**src/rtl/video_timing_pkg.sv**
```systemverilog
// Shared definitions for the video timing measurement block.
package video_timing_pkg;

   typedef enum logic [1:0] {
      StSearch,
      StMeasure,
      StCheck,
      StLocked
   } state_e;

   localparam int unsigned DefaultHw = 12;
   localparam int unsigned DefaultVw = 11;

   // All-ones value of a counter of the given width (width < 32).
   function automatic int unsigned sat_val(input int unsigned width);
      return (32'd1 << width) - 32'd1;
   endfunction

endpackage

```
**src/rtl/sync_edge_det.sv**
```systemverilog
// Registers one control/sync input; the register doubles as the 1-cycle pass-through.
module sync_edge_det (
   input  logic clk,
   input  logic rst,
   input  logic d_i,
   output logic q_o,
   output logic rise_o,
   output logic fall_o
);

   logic q_q;

   always_ff @(posedge clk or posedge rst) begin
      if (rst) begin
         q_q <= 1'b0;
      end else begin
         q_q <= d_i;
      end
   end

   assign q_o    = q_q;
   assign rise_o = d_i & ~q_q;
   assign fall_o = ~d_i & q_q;

endmodule

```
**src/rtl/video_timing_meas.sv**
```systemverilog
// Measures active/total video timing on the pixel clock and reports a frame-stable lock.
module video_timing_meas
   import video_timing_pkg::*;
#(
   parameter int unsigned HW          = DefaultHw,
   parameter int unsigned VW          = DefaultVw,
   parameter int unsigned LOCK_FRAMES = 2
) (
   input  logic          clk,
   input  logic          rst,
   input  logic          dv_i,
   input  logic          hs_i,
   input  logic          vs_i,
   output logic          dv_o,
   output logic          hs_o,
   output logic          vs_o,
   output logic [HW-1:0] x_o,
   output logic [VW-1:0] y_o,
   output logic [HW-1:0] h_active_o,
   output logic [VW-1:0] v_active_o,
   output logic [HW-1:0] h_total_o,
   output logic [VW-1:0] v_total_o,
   output logic          locked_o,
   output logic          fmt_change_o
);

   localparam logic [HW-1:0] HMax = HW'(sat_val(HW));
   localparam logic [VW-1:0] VMax = VW'(sat_val(VW));
   localparam logic [HW-1:0] HOne = HW'(1);
   localparam logic [VW-1:0] VOne = VW'(1);

   logic dv_rise, dv_fall, hs_rise, hs_fall, vs_rise, vs_fall;
   logic unused_fall;

   sync_edge_det u_dv (.clk(clk), .rst(rst), .d_i(dv_i), .q_o(dv_o), .rise_o(dv_rise),
                       .fall_o(dv_fall));
   sync_edge_det u_hs (.clk(clk), .rst(rst), .d_i(hs_i), .q_o(hs_o), .rise_o(hs_rise),
                       .fall_o(hs_fall));
   sync_edge_det u_vs (.clk(clk), .rst(rst), .d_i(vs_i), .q_o(vs_o), .rise_o(vs_rise),
                       .fall_o(vs_fall));

   assign unused_fall = hs_fall ^ vs_fall;

   logic [HW-1:0] x_q, h_cnt_q, h_last_q, ref_q;
   logic [VW-1:0] y_q, v_cnt_q;
   logic          ref_vld_q, bad_q;

   logic [HW-1:0] line_len, f_ha, f_ht;
   logic [VW-1:0] f_va, f_vt;
   logic          line_bad, f_ok, watchdog;

   // Frame values as they stand at a vs rise, folding in events of that same cycle.
   always_comb begin
      line_len = x_q + HOne;
      line_bad = (x_q == HMax) || (ref_vld_q && (line_len != ref_q));
      f_ha     = (dv_fall && !ref_vld_q) ? line_len : ref_q;
      f_va     = (dv_fall && (y_q != VMax)) ? y_q + VOne : y_q;
      f_vt     = (hs_rise && (v_cnt_q != VMax)) ? v_cnt_q + VOne : v_cnt_q;
      f_ht     = hs_rise ? h_cnt_q : h_last_q;
      f_ok     = (ref_vld_q || dv_fall) && !bad_q && !(dv_fall && line_bad) && !dv_i &&
                 (f_va != VMax) && (f_vt != VMax) && (f_ht != HMax);
      watchdog = ((h_cnt_q == HMax) && !hs_rise) || ((v_cnt_q == VMax) && !vs_rise);
   end

   always_ff @(posedge clk or posedge rst) begin
      if (rst) begin
         x_q       <= '0;
         y_q       <= '0;
         h_cnt_q   <= '0;
         h_last_q  <= '0;
         v_cnt_q   <= '0;
         ref_q     <= '0;
         ref_vld_q <= 1'b0;
         bad_q     <= 1'b0;
      end else begin
         if (dv_rise) begin
            x_q <= '0;
         end else if (dv_i && (x_q != HMax)) begin
            x_q <= x_q + HOne;
         end
         if (hs_rise) begin
            h_cnt_q  <= HOne;
            h_last_q <= h_cnt_q;
         end else if (h_cnt_q != HMax) begin
            h_cnt_q <= h_cnt_q + HOne;
         end
         if (vs_rise) begin
            y_q       <= '0;
            v_cnt_q   <= '0;
            ref_vld_q <= 1'b0;
            bad_q     <= 1'b0;
         end else begin
            if (dv_fall && (y_q != VMax)) y_q <= y_q + VOne;
            if (hs_rise && (v_cnt_q != VMax)) v_cnt_q <= v_cnt_q + VOne;
            if (dv_fall) begin
               if (!ref_vld_q) begin
                  ref_q     <= line_len;
                  ref_vld_q <= 1'b1;
               end
               bad_q <= bad_q | line_bad;
            end
         end
      end
   end

   state_e        state_q, state_d;
   logic [3:0]    match_q, match_d, match_inc;
   logic [HW-1:0] cand_ha_q, cand_ht_q;
   logic [VW-1:0] cand_va_q, cand_vt_q;
   logic          cand_ld, rep_ld, locked_q, locked_d, fmt_q, fmt_d, frame_eq;

   assign match_inc = match_q + 4'd1;
   assign frame_eq  = (f_ha == cand_ha_q) && (f_va == cand_va_q) &&
                      (f_ht == cand_ht_q) && (f_vt == cand_vt_q);

   always_comb begin
      state_d  = state_q;
      match_d  = match_q;
      cand_ld  = 1'b0;
      rep_ld   = 1'b0;
      locked_d = locked_q;
      fmt_d    = 1'b0;
      if (watchdog) begin
         state_d  = StSearch;
         match_d  = '0;
         locked_d = 1'b0;
         fmt_d    = (state_q == StLocked);
      end else if (vs_rise) begin
         unique case (state_q)
            StSearch: state_d = StMeasure;
            StMeasure: begin
               if (f_ok) begin
                  cand_ld = 1'b1;
                  match_d = '0;
                  state_d = StCheck;
               end
            end
            StCheck: begin
               if (f_ok && frame_eq) begin
                  match_d = match_inc;
                  if (match_inc == 4'(LOCK_FRAMES)) begin
                     state_d  = StLocked;
                     rep_ld   = 1'b1;
                     locked_d = 1'b1;
                  end
               end else begin
                  cand_ld = 1'b1;
                  match_d = '0;
               end
            end
            StLocked: begin
               if (!(f_ok && frame_eq)) begin
                  fmt_d    = 1'b1;
                  locked_d = 1'b0;
                  cand_ld  = 1'b1;
                  match_d  = '0;
                  state_d  = StCheck;
               end
            end
            default: state_d = StSearch;
         endcase
      end
   end

   always_ff @(posedge clk or posedge rst) begin
      if (rst) begin
         state_q    <= StSearch;
         match_q    <= '0;
         cand_ha_q  <= '0;
         cand_va_q  <= '0;
         cand_ht_q  <= '0;
         cand_vt_q  <= '0;
         h_active_o <= '0;
         v_active_o <= '0;
         h_total_o  <= '0;
         v_total_o  <= '0;
         locked_q   <= 1'b0;
         fmt_q      <= 1'b0;
      end else begin
         state_q  <= state_d;
         match_q  <= match_d;
         locked_q <= locked_d;
         fmt_q    <= fmt_d;
         if (cand_ld) begin
            cand_ha_q <= f_ha;
            cand_va_q <= f_va;
            cand_ht_q <= f_ht;
            cand_vt_q <= f_vt;
         end
         if (rep_ld) begin
            h_active_o <= f_ha;
            v_active_o <= f_va;
            h_total_o  <= f_ht;
            v_total_o  <= f_vt;
         end
      end
   end

   assign x_o          = x_q;
   assign y_o          = y_q;
   assign locked_o     = locked_q;
   assign fmt_change_o = fmt_q;

endmodule
```
**config.mk**
```make
export PLATFORM = sky130hd
export DESIGN_NAME = video_timing_meas
export DESIGN_NICKNAME = d
export VERILOG_FILES = /design/src/rtl/video_timing_pkg.sv /design/src/rtl/sync_edge_det.sv /design/src/rtl/video_timing_meas.sv
export SDC_FILE = /design/constraint.sdc
export NUM_CORES = 1
export LEC_CHECK = 0
export BUFFER_PORTS_ARGS = -buffer_cell sky130_fd_sc_hd__clkbuf_2
export CAP_MARGIN = 5
export CORE_AREA = 4 4 154 156
export CTS_BUF_LIST = sky130_fd_sc_hd__clkbuf_2
export DETAILED_ROUTE_END_ITERATION = 12
export DIE_AREA = 0 0 158 160
export GPL_TIMING_DRIVEN = 0
export HOLD_SLACK_MARGIN = 0.03
export SYNTH_ARGS = -nofsm -noshare
export SYNTH_HDL_FRONTEND = slang
export SYNTH_SLANG_ARGS = --single-unit
```
**constraint.sdc**
```tcl
create_clock -name clk -period 5.26 [get_ports clk]
set_clock_uncertainty 0.1 [all_clocks]
set_input_delay 0.526 -clock clk [delete_from_list [all_inputs] [get_ports clk]]
set_output_delay 0.526 -clock clk [all_outputs]
set_load 0.03 [all_outputs]
```
# After elaboration in Yosys (flattened, before gate mapping)
# Cells that the tools add are included.
[word_totals] elab_cells=147 register_bits=175
[classes] add_sub_neg=5 mux=46 reduce_logical=39 bitwise_logic=11 eq_ne=23
[op_table] cell="$mux W12" count=6
[op_table] cell="$mux W11" count=4
[op_table] cell="$ne A11 B11 Y1 const B" count=4
[op_table] cell="$ne A12 B12 Y1 const B" count=3
[op_table] cell="$add A12 B1 Y12 const B" count=2
[op_table] cell="$eq A12 B12 Y1" count=2
[op_table] cell="$eq A12 B12 Y1 const B" count=2
[op_table] cell="$add A11 B1 Y11 const B" count=2
[op_table] cell="$eq A11 B11 Y1" count=2
[op_table] cell="$mux W1" count=21
[op_table] cell="$mux W4" count=5
[op_table] cell="$logic_and A1 B1 Y1" count=18
[op_table] cell="$mux W2" count=6
[op_table] cell="$ne A12 B12 Y1" count=1
[op_table] cell="$ne A3 B3 Y1 const B" count=4
[op_table] cell="$pmux W4 S3" count=1
[op_table] cell="$eq A11 B11 Y1 const B" count=1
[op_table] cell="$reduce_and A5 Y1" count=2
[op_table] cell="$pmux W2 S4" count=1
[op_table] cell="$reduce_bool A2 Y1" count=4
[op_table] cell="$logic_not A1 Y1" count=6
[op_table] cell="$not A1 Y1" count=6
[op_table] cell="$add A4 B1 Y4 const B" count=1
[op_table] cell="$and A1 B1 Y1" count=4
[op_table] cell="other kinds (12)" count=16

# Longest topological paths before layout
# Gate-level depths: netlist (run 1).
[logic_depth] ltp_word=16 depth_mapped=16 depth_no_buf=11

# Cells and area by module
# A second synthesis (run 1) with hierarchy kept.
[hier_totals] hier_cells=904 area_unflattened_um2=9615.5
[by_module_without_submodules] mod="video_timing_meas" cells_each=892 n_inst=1 area_each_um2=9484.1
[by_module_without_submodules] mod="sync_edge_det" cells_each=4 n_inst=3 area_each_um2=43.8

# Worst setup path after synthesis (run 1)
# No wires, ideal clock.
[synth_path] path_type="reg2reg" start="register x_q[1] (netlist: x_o[1])" end="register h_active_o[0]" stages_incl_launch_ff=17 t_required_ps=5035 path_slack_ps=724 n_path_buf=5 arrival_time_ps=4311 path_cell_list="dfrtp_1 ha_1 and3_1 clkbuf_1 and3_1 clkbuf_1 o21ai_0 or4_1 nor4_1 o21bai_1 or4_1 clkbuf_1 or2_4 nor4_4 buf_6 buf_12 mux2_4"
[synth_via] elab_chain_cells=16
[synth_rtl] item="start: declaration" line="video_timing_meas.sv:44" source="logic [HW-1:0] x_q, h_cnt_q, h_last_q, ref_q;"
[synth_rtl] item="start signal: assignment" line="video_timing_meas.sv:79" source="x_q <= x_q + HOne;"
[synth_rtl] item="$add A12 B1 Y12" line="video_timing_meas.sv:54" source="line_len = x_q + HOne;"
[synth_rtl] item="$ne A12 B12 Y1" line="video_timing_meas.sv:55" source="line_bad = (x_q == HMax) || (ref_vld_q && (line_len != ref_q));"
[synth_rtl] item="$logic_and A1 B1 Y1" line="video_timing_meas.sv:55"
[synth_rtl] item="$logic_or A1 B1 Y1" line="video_timing_meas.sv:55"
[synth_rtl] item="$logic_and A1 B1 Y1" line="video_timing_meas.sv:60" source="f_ok = (ref_vld_q || dv_fall) && !bad_q && !(dv_fall && line_bad) && !dv_i &&"
[synth_rtl] item="$logic_not A1 Y1" line="video_timing_meas.sv:60"
[synth_rtl] item="$logic_and A1 B1 Y1 (3 in a row)" line="video_timing_meas.sv:60"
[synth_rtl] item="$logic_and A1 B1 Y1 (2 in a row)" line="video_timing_meas.sv:61" source="(f_va != VMax) && (f_vt != VMax) && (f_ht != HMax);"
[synth_rtl] item="$logic_and A1 B1 Y1 (*)" line="video_timing_meas.sv:139" source="if (f_ok && frame_eq) begin"
[synth_rtl] item="$mux W1 (*)" line="video_timing_meas.sv:139"
[synth_rtl] item="$mux W1 (*)" line="video_timing_meas.sv:129" source="unique case (state_q)"
[synth_rtl] item="$mux W1 (*)" line="video_timing_meas.sv:128" source="end else if (vs_rise) begin"
[synth_rtl] item="$mux W1 (*)" line="video_timing_meas.sv:123" source="if (watchdog) begin"
[synth_rtl] item="end signal: assignment" line="video_timing_meas.sv:191" source="h_active_o <= f_ha;"
[synth_rtl] item="end: declaration" line="video_timing_meas.sv:19" source="output logic [HW-1:0] h_active_o,"
# Every way passes the cells marked *; elsewhere a longest branch is shown, timed or not.
# A chain may end at the register's enable or synchronous reset.

# Worst setup path in the final report (run 1)
[layout_path] start="register ref_q[2]" end="register v_active_o[8]"
[layout_via] elab_chain_cells=15
[layout_rtl] item="start: declaration" line="video_timing_meas.sv:44"
[layout_rtl] item="start signal: assignment" line="video_timing_meas.sv:97" source="ref_q <= line_len;"
[layout_rtl] item="$ne A12 B12 Y1" line="video_timing_meas.sv:55"
[layout_rtl] item="$logic_and A1 B1 Y1" line="video_timing_meas.sv:55"
[layout_rtl] item="$logic_or A1 B1 Y1" line="video_timing_meas.sv:55"
[layout_rtl] item="$logic_and A1 B1 Y1" line="video_timing_meas.sv:60"
[layout_rtl] item="$logic_not A1 Y1" line="video_timing_meas.sv:60"
[layout_rtl] item="$logic_and A1 B1 Y1 (3 in a row)" line="video_timing_meas.sv:60"
[layout_rtl] item="$logic_and A1 B1 Y1 (2 in a row)" line="video_timing_meas.sv:61"
[layout_rtl] item="$logic_and A1 B1 Y1 (*)" line="video_timing_meas.sv:139"
[layout_rtl] item="$mux W1 (*)" line="video_timing_meas.sv:139"
[layout_rtl] item="$mux W1 (*)" line="video_timing_meas.sv:129"
[layout_rtl] item="$mux W1 (*)" line="video_timing_meas.sv:128"
[layout_rtl] item="$mux W1 (*)" line="video_timing_meas.sv:123"
[layout_rtl] item="end signal: assignment" line="video_timing_meas.sv:192" source="v_active_o <= f_va;"
[layout_rtl] item="end: declaration" line="video_timing_meas.sv:20" source="output logic [VW-1:0] v_active_o,"
# Marked as above.

==> results of run 1 <==
## flip-flops by register name, summed over array words and instances, names as in the netlist, 11 cells and up
| name | count |
|---|---|
| cand_ha_q | 12 |
| cand_ht_q | 12 |
| cand_va_q | 11 |
| cand_vt_q | 11 |
| h_active_o | 12 |
| h_cnt_q | 12 |
| h_last_q | 12 |
| h_total_o | 12 |
| ref_q | 12 |
| v_active_o | 11 |
| v_cnt_q | 11 |
| v_total_o | 11 |
| x_o | 12 |
| y_o | 11 |
## worst register-to-register path: stages (launching register included)
cell                        delay [ns]
sky130_fd_sc_hd__dfrtp_1          0.51
sky130_fd_sc_hd__nor2b_1          0.17
sky130_fd_sc_hd__o41ai_1          0.70
sky130_fd_sc_hd__o2111ai_1        0.36
sky130_fd_sc_hd__a31o_1           0.28
sky130_fd_sc_hd__or4_1            0.50
sky130_fd_sc_hd__or4_1            0.57
sky130_fd_sc_hd__or4_4            0.49
sky130_fd_sc_hd__or2_4            0.32
sky130_fd_sc_hd__nor4_4           0.26
sky130_fd_sc_hd__buf_6            0.25
sky130_fd_sc_hd__buf_12           0.19
sky130_fd_sc_hd__mux2_4           0.31
## metal layers
layer | vias to the layer above | routed length [um] | global-route usage, %
met2 | 218 | 12200 | 32.8
met1 | 3871 | 13100 | 32.8
met3 | 27 | 1350 | 4.09
met5 | - | 0 | 0
met4 | 0 | 472 | 5.62
li1 | 3707 | - | -
## timing repair
action	4_1_cts	5_1_grt
hold buffers	4	0
setup endpoints to repair	55	82
resized for setup	2	5
pin swaps	0	0
buffers inserted	0	3
endpoints found under the hold margin	30	0
## area by class of cell
class / instances / area (um2) / share of cell area [%]
Tap cell: 285 / 357 / 3.23
Clock buffer: 17 / 85.1 / 0.770
Multi-Input combinational cell: 691 / 5040 / 45.6
Antenna cell: 1 / 2.50 / 0.0226
Inverter: 49 / 188 / 1.70
Clock inverter: 14 / 166 / 1.51
Sequential cell: 175 / 4380 / 39.6
Buffer: 51 / 288 / 2.60
Timing Repair Buffer: 90 / 553 / 5.00
## where the power goes
| group | total [W] | switching (W) | internal, W | leakage [nW] |
|---|---|---|---|---|
| sequential | 0.00166 | 0.000169 | 0.00149 | 2.31 |
| clock | 0.000770 | 0.000507 | 0.000263 | 0.144 |
| combinational | 0.000944 | 0.000540 | 0.000404 | 2.59 |
## kinds of logic (layout without fill, tap and decap cells)
family,Yosys count,after routing
compound gates,190,190
xor+xnor,63,63
fa+ha+maj,10,10
buf+inv,102,221
flops,175,175
mux,107,107
other cells,0,1
simple gates,321,321
## metrics by stage
stage                     cells  hold slack, ns  instance area, um2  setup TNS, ns
final                      1373           0.195               11100              0
after global routing       1373           0.168               11100              0
after CTS                  1371           0.157               11000              0
after detailed placement   1336           0.395               10700         -0.325
after global placement     1331           0.392               10600          -1.07
after floorplan             968           0.381                9860              0
## path summary, 6_finish.rpt
check	depth (start not counted)	to	slack, ns
min reg2reg	2	v_active_o[7]$_DFFE_PP0P_	0.44
max in group asynchronous	6	match_q[1]$_DFFE_PP0P_	3.82
max	12	v_active_o[8]$_DFFE_PP0P_	0.13
min in group clk	2	u_vs.q_o$_DFF_PP0_	0.31
max reg2reg	12	v_active_o[8]$_DFFE_PP0P_	0.13
min	3	x_o[4]$_DFFE_PP0P_	0.20
## Yosys cell counts (8+ instances only)
library cell | count | area [um2]
sky130_fd_sc_hd__nand3_1 | 37 | 185
sky130_fd_sc_hd__inv_1 | 49 | 184
sky130_fd_sc_hd__nand4_1 | 21 | 131
sky130_fd_sc_hd__nand2_1 | 63 | 236
sky130_fd_sc_hd__and3_1 | 12 | 75.1
sky130_fd_sc_hd__and4_1 | 8 | 70.1
sky130_fd_sc_hd__nand2b_1 | 13 | 81.3
sky130_fd_sc_hd__dfrtp_1 | 175 | 4380
sky130_fd_sc_hd__xor2_1 | 22 | 193
sky130_fd_sc_hd__mux2i_1 | 26 | 260
sky130_fd_sc_hd__mux2_4 | 32 | 480
sky130_fd_sc_hd__nor3_1 | 19 | 95.1
sky130_fd_sc_hd__a21oi_1 | 41 | 205
sky130_fd_sc_hd__nor2_1 | 80 | 300
sky130_fd_sc_hd__buf_2 | 10 | 50.1
sky130_fd_sc_hd__clkbuf_1 | 34 | 128
sky130_fd_sc_hd__a31oi_1 | 9 | 56.3
sky130_fd_sc_hd__ha_1 | 10 | 125
sky130_fd_sc_hd__xnor2_1 | 37 | 324
sky130_fd_sc_hd__o21ai_0 | 51 | 255
sky130_fd_sc_hd__mux2_2 | 48 | 541
sky130_fd_sc_hd__and2_1 | 12 | 75.1
sky130_fd_sc_hd__nor2b_1 | 13 | 81.3
==> report_table.html, run 1 <==
<table>
<tr><th>Metric</th><th>Value</th></tr>
<tr><th colspan="2">Status</th></tr>
<tr><td>Outcome</td><td>complete, no violations</td></tr>
<tr><th colspan="2">Logic synthesis</th></tr>
<tr><td>Multiplexer area fraction after synthesis</td><td>13.1%</td></tr>
<tr><td>Complex-gate fraction of the synthesized area</td><td>between 10 and 15%</td></tr>
<tr><td>Synth Area in XOR/XNOR</td><td>6.17%</td></tr>
<tr><td>Dominant synthesized flop cell</td><td>sky130_fd_sc_hd__dfrtp_1</td></tr>
<tr><td>Adder-cell share of the synthesized area</td><td>under 10%</td></tr>
<tr><td>Main combinational cell family by area after synthesis</td><td>simple AND/OR/NAND/NOR gates</td></tr>
<tr><td>Share of synthesized flip-flops with an asynchronous set or reset</td><td>between 90% and 100%</td></tr>
<tr><td>Per-instance average area after synthesis</td><td>10.2 um2</td></tr>
<tr><td>Post-Synthesis Cells</td><td>968</td></tr>
<tr><td>Count of different cell masters after synthesis</td><td>between 80 and 90</td></tr>
<tr><td>Synthesized flop and latch total</td><td>roughly 180</td></tr>
<tr><td>Count of warnings emitted by yosys</td><td>0</td></tr>
<tr><td>Fraction of the mapped netlist area in simple logic gates</td><td>between 10% and 20%</td></tr>
<tr><td>Synth Net Count</td><td>983</td></tr>
<tr><td>Proportion of synthesized chip area in sequential cells</td><td>44.4%</td></tr>
<tr><td>Number of flops mapped to enable cells by yosys</td><td>0</td></tr>
<tr><td>Post-Syn Area</td><td>between 9000 and 10,000 um2</td></tr>
<tr><th colspan="2">Setup path</th></tr>
<tr><td>Worst Setup Start Kind</td><td>register</td></tr>
<tr><td>Top fanout value on the critical path</td><td>10</td></tr>
<tr><td>CP Data Arrival Time</td><td>between 5 and 6 ns</td></tr>
<tr><td>Most Frequent Cell on Critical Path</td><td>sky130_fd_sc_hd__or4_1</td></tr>
<tr><td>Critical-path cell list</td><td>nor2b_1 &gt; o41ai_1 &gt; o2111ai_1 &gt; a31o_1 &gt; or4_1 &gt; or4_1 &gt; or4_4 &gt; or2_4 &gt; nor4_4 &gt; buf_6 &gt; buf_12 &gt; mux2_4</td></tr>
<tr><td>Worst setup startpoint</td><td>ref_q[2]$_DFFE_PP0P_</td></tr>
<tr><td>Critical Setup Path Class</td><td>reg2reg</td></tr>
<tr><td>Data required time of the critical path</td><td>5.84 ns</td></tr>
<tr><td>Critical path endpoint category</td><td>register</td></tr>
<tr><td>Slowest stage cell on the critical path</td><td>sky130_fd_sc_hd__o41ai_1</td></tr>
<tr><td>Crit path buffers/inverters</td><td>2</td></tr>
<tr><td>Family of cells with the greatest summed delay on the critical path</td><td>simple AND/OR/NAND/NOR gates</td></tr>
<tr><td>Largest stage delay on the critical path</td><td>~0.70 ns</td></tr>
<tr><td>Origin of the critical flop-to-flop path</td><td>ref_q[2]$_DFFE_PP0P_</td></tr>
<tr><th colspan="2">STA</th></tr>
<tr><td>Maximum clock frequency</td><td>0.195 GHz</td></tr>
<tr><td>Final critical-path setup slack</td><td>about 0.13 ns</td></tr>
<tr><td>Worst-Margin Slew</td><td>about 0.77 ns</td></tr>
<tr><td>Final number of max-transition violations</td><td>0</td></tr>
<tr><td>Hold violation total from the final report</td><td>0</td></tr>
<tr><td>Worst slew margin relative to its limit</td><td>48.4%</td></tr>
<tr><td># setup viols final</td><td>0</td></tr>
<tr><td>Setup repair after global routing missed its margin</td><td>no</td></tr>
<tr><td>Post-route fraction of the period consumed by the critical path</td><td>between 90 and 100%</td></tr>
<tr><td>Minimum clock period after layout</td><td>between 5 and 6 ns</td></tr>
<tr><th colspan="2">Clocking</th></tr>
<tr><td>Total clock buffers created by CTS</td><td>17</td></tr>
<tr><td>Number of sinks handled by clock tree synthesis</td><td>approximately 180</td></tr>
<tr><td>Clock tree root buffer cell</td><td>sky130_fd_sc_hd__clkbuf_2</td></tr>
<tr><td>TritonCTS clock tree</td><td>done</td></tr>
<tr><td>Buffer depth of the longest clock path</td><td>2</td></tr>
<tr><td>Clock latency reported for the late side of the worst-skew pair</td><td>0.79 ns</td></tr>
<tr><td>Max H-tree Level</td><td>4</td></tr>
<tr><td>Worst-path clk slew</td><td>between 0.2 and 0.3 ns</td></tr>
<tr><th colspan="2">Power</th></tr>
<tr><td>Power density of the placed cells</td><td>between 300 and 400 nW/um2</td></tr>
<tr><td>Total design power</td><td>~0.0034 W</td></tr>
<tr><td>Cell leakage power</td><td>between 5 and 6 nW</td></tr>
<tr><td>VDD IR-drop max</td><td>about 130 uV</td></tr>
<tr><th colspan="2">Global route</th></tr>
<tr><td>Largest net degree at the start of global routing</td><td>36</td></tr>
<tr><td>Vias in the first global route</td><td>7,623</td></tr>
<tr><td>First-pass GRT wire length</td><td>43.5 mm</td></tr>
<tr><td>Overall track demand over capacity in global routing</td><td>~22%</td></tr>
<tr><td>Antenna violations before repair</td><td>1</td></tr>
<tr><td>Total grt overflow</td><td>0</td></tr>
<tr><th colspan="2">Drt</th></tr>
<tr><td>Routed length per instance</td><td>~20 um</td></tr>
<tr><td>DRC violation total after the first TritonRoute iteration</td><td>about 570</td></tr>
<tr><td>Vias per cell</td><td>about 5.7</td></tr>
<tr><td>Final routed DRC violation total</td><td>0</td></tr>
<tr><td>Number of detailed-route iterations in the first pass</td><td>5</td></tr>
<tr><td>Final ANT Viol Nets</td><td>0</td></tr>
<tr><td>Post-detailed-routing wire length</td><td>27.2 mm</td></tr>
<tr><td>Total vias in the final route</td><td>a little under 8k</td></tr>
<tr><th colspan="2">Layout</th></tr>
<tr><td>Number of nets at the end of the flow</td><td>roughly 1.1k</td></tr>
<tr><td>Fraction of final layout cells sized beyond drive strength 1</td><td>a little over a fifth</td></tr>
<tr><td>Final core utilization</td><td>~50%</td></tr>
<tr><td>Fill count</td><td>between 2k and 2.5k</td></tr>
<tr><td>Synthesis-to-finish area growth</td><td>12.2%</td></tr>
<tr><td>Most frequent standard cell in the layout excluding fill and tap cells</td><td>sky130_fd_sc_hd__dfrtp_1</td></tr>
<tr><td>Most frequent cells in the layout</td><td>sky130_fd_sc_hd__dfrtp_1 (175), sky130_fd_sc_hd__clkbuf_2 (95), sky130_fd_sc_hd__nor2_1 (80)</td></tr>
<tr><th colspan="2">Floorplan</th></tr>
<tr><td>Die Span Y</td><td>approximately 160 um</td></tr>
<tr><td>Initial Util</td><td>about 44%</td></tr>
<tr><td>Horizontal die dimension</td><td>around 160 um</td></tr>
<tr><td>Core region area</td><td>22,400 um2</td></tr>
<tr><td>Standard-cell rows</td><td>55</td></tr>
<tr><td>Ports placed on the boundary</td><td>79</td></tr>
<tr><td>Floorplan die area</td><td>25,300 um2</td></tr>
<tr><th colspan="2">Flow run</th></tr>
<tr><td>Reported max-cap violation count</td><td>0</td></tr>
<tr><th colspan="2">Worst hold path</th></tr>
<tr><td>Worst Hold Class</td><td>in2async</td></tr>
<tr><th colspan="2">Placed design</th></tr>
<tr><td>Input/output buffers</td><td>slightly below 80</td></tr>
<tr><td>Global placer's final weighted congestion</td><td>0.910</td></tr>
<tr><td>Pre-CTS worst setup slack</td><td>-0.0564 ns</td></tr>
<tr><td>DP HPWL</td><td>20.5 mm</td></tr>
</table>
Power figures use the tool's default switching activity.
==> run 2: changes to the inputs <==
- BUFFER_PORTS_ARGS: -buffer_cell sky130_fd_sc_hd__clkbuf_2 -> -buffer_cell sky130_fd_sc_hd__buf_4
==> run 2 against run 1 <==
  * Non-clock buffer count shrank 1
  * Count of clock-buffer cells in the layout up 2
  * First-iteration DRC count up 17%
  * Cell area is 1.5% higher
  * Critical path depth increased by 2
  * Maximum frequency is 2.1% higher
  * Sequential share of layout area shrank 0.57 points
==> report_table.html, run 2 (synthesis gave the netlist of run 1 again) <==
<table>
<tr><th>Metric</th><th>Value</th></tr>
<tr><th colspan="2">Status</th></tr>
<tr><td>Outcome</td><td>complete, no violations</td></tr>
<tr><th colspan="2">Floorplan</th></tr>
<tr><td>Core region area</td><td>22,400 um2</td></tr>
<tr><td>Horizontal die dimension</td><td>158 um</td></tr>
<tr><td>Standard-cell rows</td><td>55</td></tr>
<tr><td>Die Span Y</td><td>160 um</td></tr>
<tr><td>Ports placed on the boundary</td><td>between 70 and 80</td></tr>
<tr><td>Floorplan die area</td><td>25,300 um2</td></tr>
<tr><td>Initial Util</td><td>between 40% and 50%</td></tr>
<tr><th colspan="2">Layout</th></tr>
<tr><td>Number of nets at the end of the flow</td><td>1,089</td></tr>
<tr><td>Most frequent cells in the layout</td><td>sky130_fd_sc_hd__dfrtp_1 (174), sky130_fd_sc_hd__buf_4 (82), sky130_fd_sc_hd__nor2_1 (80)</td></tr>
<tr><td>Most frequent standard cell in the layout excluding fill and tap cells</td><td>sky130_fd_sc_hd__dfrtp_1</td></tr>
<tr><td>Fill count</td><td>2,089</td></tr>
<tr><td>Fraction of final layout cells sized beyond drive strength 1</td><td>a little over a fifth</td></tr>
<tr><td>Synthesis-to-finish area growth</td><td>13.8%</td></tr>
<tr><td>Final core utilization</td><td>roughly half</td></tr>
<tr><th colspan="2">Global route</th></tr>
<tr><td>Global-route met1 utilization</td><td>33.1%</td></tr>
<tr><td>Antenna violations before repair</td><td>1</td></tr>
<tr><td>GR Util met2</td><td>33.4%</td></tr>
<tr><td>Met3 global-route usage</td><td>3.71%</td></tr>
<tr><td>Largest net degree at the start of global routing</td><td>42</td></tr>
<tr><td>First-pass GRT wire length</td><td>approximately 44 mm</td></tr>
<tr><td>Overall track demand over capacity in global routing</td><td>21.9%</td></tr>
<tr><td>Layer with the highest usage after global routing</td><td>met2</td></tr>
<tr><td>Total grt overflow</td><td>0</td></tr>
<tr><td>Vias in the first global route</td><td>between 7k and 8k</td></tr>
<tr><th colspan="2">Drt</th></tr>
<tr><td>Number of detailed-route iterations in the first pass</td><td>6</td></tr>
<tr><td>Routed length per instance</td><td>19.8 um</td></tr>
<tr><td>Total vias in the final route</td><td>between 7k and 8k</td></tr>
<tr><td>Vias per cell</td><td>approximately 5.7</td></tr>
<tr><td>DRC violation total after the first TritonRoute iteration</td><td>670</td></tr>
<tr><td>Post-detailed-routing wire length</td><td>~27 mm</td></tr>
<tr><td>Final routed DRC violation total</td><td>0</td></tr>
<tr><td>Final ANT Viol Nets</td><td>0</td></tr>
<tr><th colspan="2">Placed design</th></tr>
<tr><td>Input/output buffers</td><td>between 70 and 80</td></tr>
<tr><td>Global placer's final weighted congestion</td><td>between 0.9 and 1</td></tr>
<tr><td>DP HPWL</td><td>roughly 20 mm</td></tr>
<tr><td>Pre-CTS worst setup slack</td><td>-0.0816 ns</td></tr>
<tr><th colspan="2">STA</th></tr>
<tr><td>Worst slew margin relative to its limit</td><td>around two fifths</td></tr>
<tr><td>Minimum clock period after layout</td><td>around 5.0 ns</td></tr>
<tr><td>Setup repair after global routing missed its margin</td><td>no</td></tr>
<tr><td>Maximum clock frequency</td><td>0.199 GHz</td></tr>
<tr><td>Hold violation total from the final report</td><td>0</td></tr>
<tr><td>Total Negative Setup Slacks</td><td>0 ns</td></tr>
<tr><td>Post-route fraction of the period consumed by the critical path</td><td>roughly 96%</td></tr>
<tr><td>Final number of max-transition violations</td><td>0</td></tr>
<tr><td># setup viols final</td><td>0</td></tr>
<tr><td>Worst-Margin Slew</td><td>0.895 ns</td></tr>
<tr><td>Final critical-path setup slack</td><td>approximately 0.24 ns</td></tr>
<tr><td>Tightest hold margin</td><td>around 0.31 ns</td></tr>
<tr><th colspan="2">Power</th></tr>
<tr><td>Clock network power share</td><td>between 20% and 30%</td></tr>
<tr><td>Combinational Power Share</td><td>28.6%</td></tr>
<tr><td>Switching power as a share of total power</td><td>between 30% and 40%</td></tr>
<tr><td>Power density of the placed cells</td><td>around 300 nW/um2</td></tr>
<tr><td>Sequential share of power</td><td>49.8%</td></tr>
<tr><td>Cell internal power dissipation</td><td>~0.0021 W</td></tr>
<tr><td>VDD IR-drop max</td><td>about 130 uV</td></tr>
<tr><td>Total design power</td><td>around 0.0033 W</td></tr>
<tr><td>Cell leakage power</td><td>5.10 nW</td></tr>
<tr><td>NetSw</td><td>approximately 0.0012 W</td></tr>
<tr><th colspan="2">Clocking</th></tr>
<tr><td>Total clock buffers created by CTS</td><td>17</td></tr>
<tr><td>Max H-tree Level</td><td>4</td></tr>
<tr><td>Buffer depth of the longest clock path</td><td>2</td></tr>
<tr><td>Clock tree root buffer cell</td><td>sky130_fd_sc_hd__clkbuf_2</td></tr>
<tr><td>Clock latency reported for the late side of the worst-skew pair</td><td>approximately 0.80 ns</td></tr>
<tr><td>Number of sinks handled by clock tree synthesis</td><td>roughly 180</td></tr>
<tr><td>Worst-path clk slew</td><td>approximately 0.26 ns</td></tr>
<tr><td>TritonCTS clock tree</td><td>done</td></tr>
<tr><th colspan="2">Setup path</th></tr>
<tr><td>Critical-path cell list</td><td>buf_4 &gt; or3b_1 &gt; clkbuf_1 &gt; o41ai_2 &gt; o2111ai_1 &gt; a31o_1 &gt; or4_1 &gt; or4_1 &gt; or4_4 &gt; or2_4 &gt; nor4_4 &gt; buf_6 &gt; buf_12 &gt; mux2_4</td></tr>
<tr><td>Critical path endpoint category</td><td>register</td></tr>
<tr><td>Worst Setup Start Kind</td><td>register</td></tr>
<tr><td>Top fanout value on the critical path</td><td>10</td></tr>
<tr><td>Slowest stage cell on the critical path</td><td>sky130_fd_sc_hd__or4_1</td></tr>
<tr><td>Critical Setup Path Class</td><td>reg2reg</td></tr>
<tr><td>CP Data Arrival Time</td><td>roughly 5.6 ns</td></tr>
<tr><td>Data required time of the critical path</td><td>between 5 and 6 ns</td></tr>
<tr><td>Origin of the critical flop-to-flop path</td><td>u_dv.q_o$_DFF_PP0_</td></tr>
<tr><td>Largest stage delay on the critical path</td><td>between 0.5 and 0.6 ns</td></tr>
<tr><td>Register-to-Register Setup Slack</td><td>~0.24 ns</td></tr>
<tr><td>Most Frequent Cell on Critical Path</td><td>sky130_fd_sc_hd__or4_1</td></tr>
<tr><td>Count of cells along the worst register-to-register path</td><td>14</td></tr>
<tr><td>RR Endpoint</td><td>v_total_o[0]$_DFFE_PP0P_</td></tr>
<tr><th colspan="2">Worst hold path</th></tr>
<tr><td>Worst-case hold path end point</td><td>u_vs.q_o$_DFF_PP0_</td></tr>
<tr><td>Min-Delay Startpoint</td><td>vs_i</td></tr>
<tr><td>Worst hold path cell count</td><td>2</td></tr>
<tr><td>Worst Hold Class</td><td>in2reg</td></tr>
<tr><th colspan="2">Flow run</th></tr>
<tr><td>Reported max-cap violation count</td><td>0</td></tr>
</table>
run 2: changes by cell type in the layout (fill, tap and decap cells not counted), sizes merged:
cell	before	now
inv	51	50
bufinv	3	2
clkinvlp	4	5
buf	27	104
clkbuf	127	51
run 2: repair_timing:
action	4_1_cts	5_1_grt
pin swaps	0	1
hold buffers	4	0
endpoints found under the hold margin	40	0
endpoints found under the setup margin	52	57
gates resized for setup	2	6
buffers inserted	0	3
run 2: how the worst max path moves through the flow:
stage / startpoint / end / slack, ns / cells after the start
finish: u_dv.q_o$_DFF_PP0_ / v_total_o[0]$_DFFE_PP0P_ / 0.24 / 14
global placement: x_o[1]$_DFFE_PP0P_ / cand_vt_q[1]$_DFFE_PP0P_ / -0.07 / 14
global route: y_o[0]$_DFF_PP0_ / v_active_o[8]$_DFFE_PP0P_ / 0.02 / 13
floorplan: x_o[1]$_DFFE_PP0P_ / h_active_o[0]$_DFFE_PP0P_ / 0.72 / 16
CTS: x_o[5]$_DFFE_PP0P_ / v_active_o[8]$_DFFE_PP0P_ / 0.05 / 13
detailed placement: x_o[1]$_DFFE_PP0P_ / cand_vt_q[1]$_DFFE_PP0P_ / -0.08 / 14
run 2: power groups by stage:
stage	clock network, W	registers [W]	logic, W
final	0.000724	0.00166	0.000954
after global placement	0	0.00168	0.000918
after global routing	0.000800	0.00168	0.00105
after CTS	0.000745	0.00166	0.000950
after detailed placement	0	0.00168	0.000939
after floorplan	0	0.00165	0.000668
run 2: critical path, delay by kind of cell (launching register included):
kind / cells / cell delay, ns
AOI/OAI and AO/OA: 3 / 0.74
buffers and inverters: 4 / 0.85
DFF: 1 / 0.44
muxes: 1 / 0.30
and+or+nand+nor: 6 / 2.50
run 2: through the flow:
step                      cell area, um2  cells
after global placement             10800   1331
after global routing               11200   1373
after CTS                          11200   1371
after floorplan                     9860    968
after detailed placement           10900   1335
final                              11200   1373
run 2: final cells by class:
type	instances	area [um2]	share of cell area [%]
diodes	1	2.50	0.0223
plain buffers	51	288	2.56
clock buffers	19	95.1	0.848
clock inverters	13	139	1.24
inverters	49	188	1.67
multi-input cells	691	5040	44.9
flip-flops and latches	175	4380	39.0
well taps	285	357	3.18
repair buffers	89	728	6.49
run 2: layer usage:
metal | vias to the layer above | wire length, um | part of all wire [%]
met3 | 29 | 1250 | 4.6
met2 | 214 | 12600 | 46
met4 | 0 | 321 | 1.2
met5 | - | 0 | 0
li1 | 3708 | - | -
met1 | 3902 | 13000 | 48
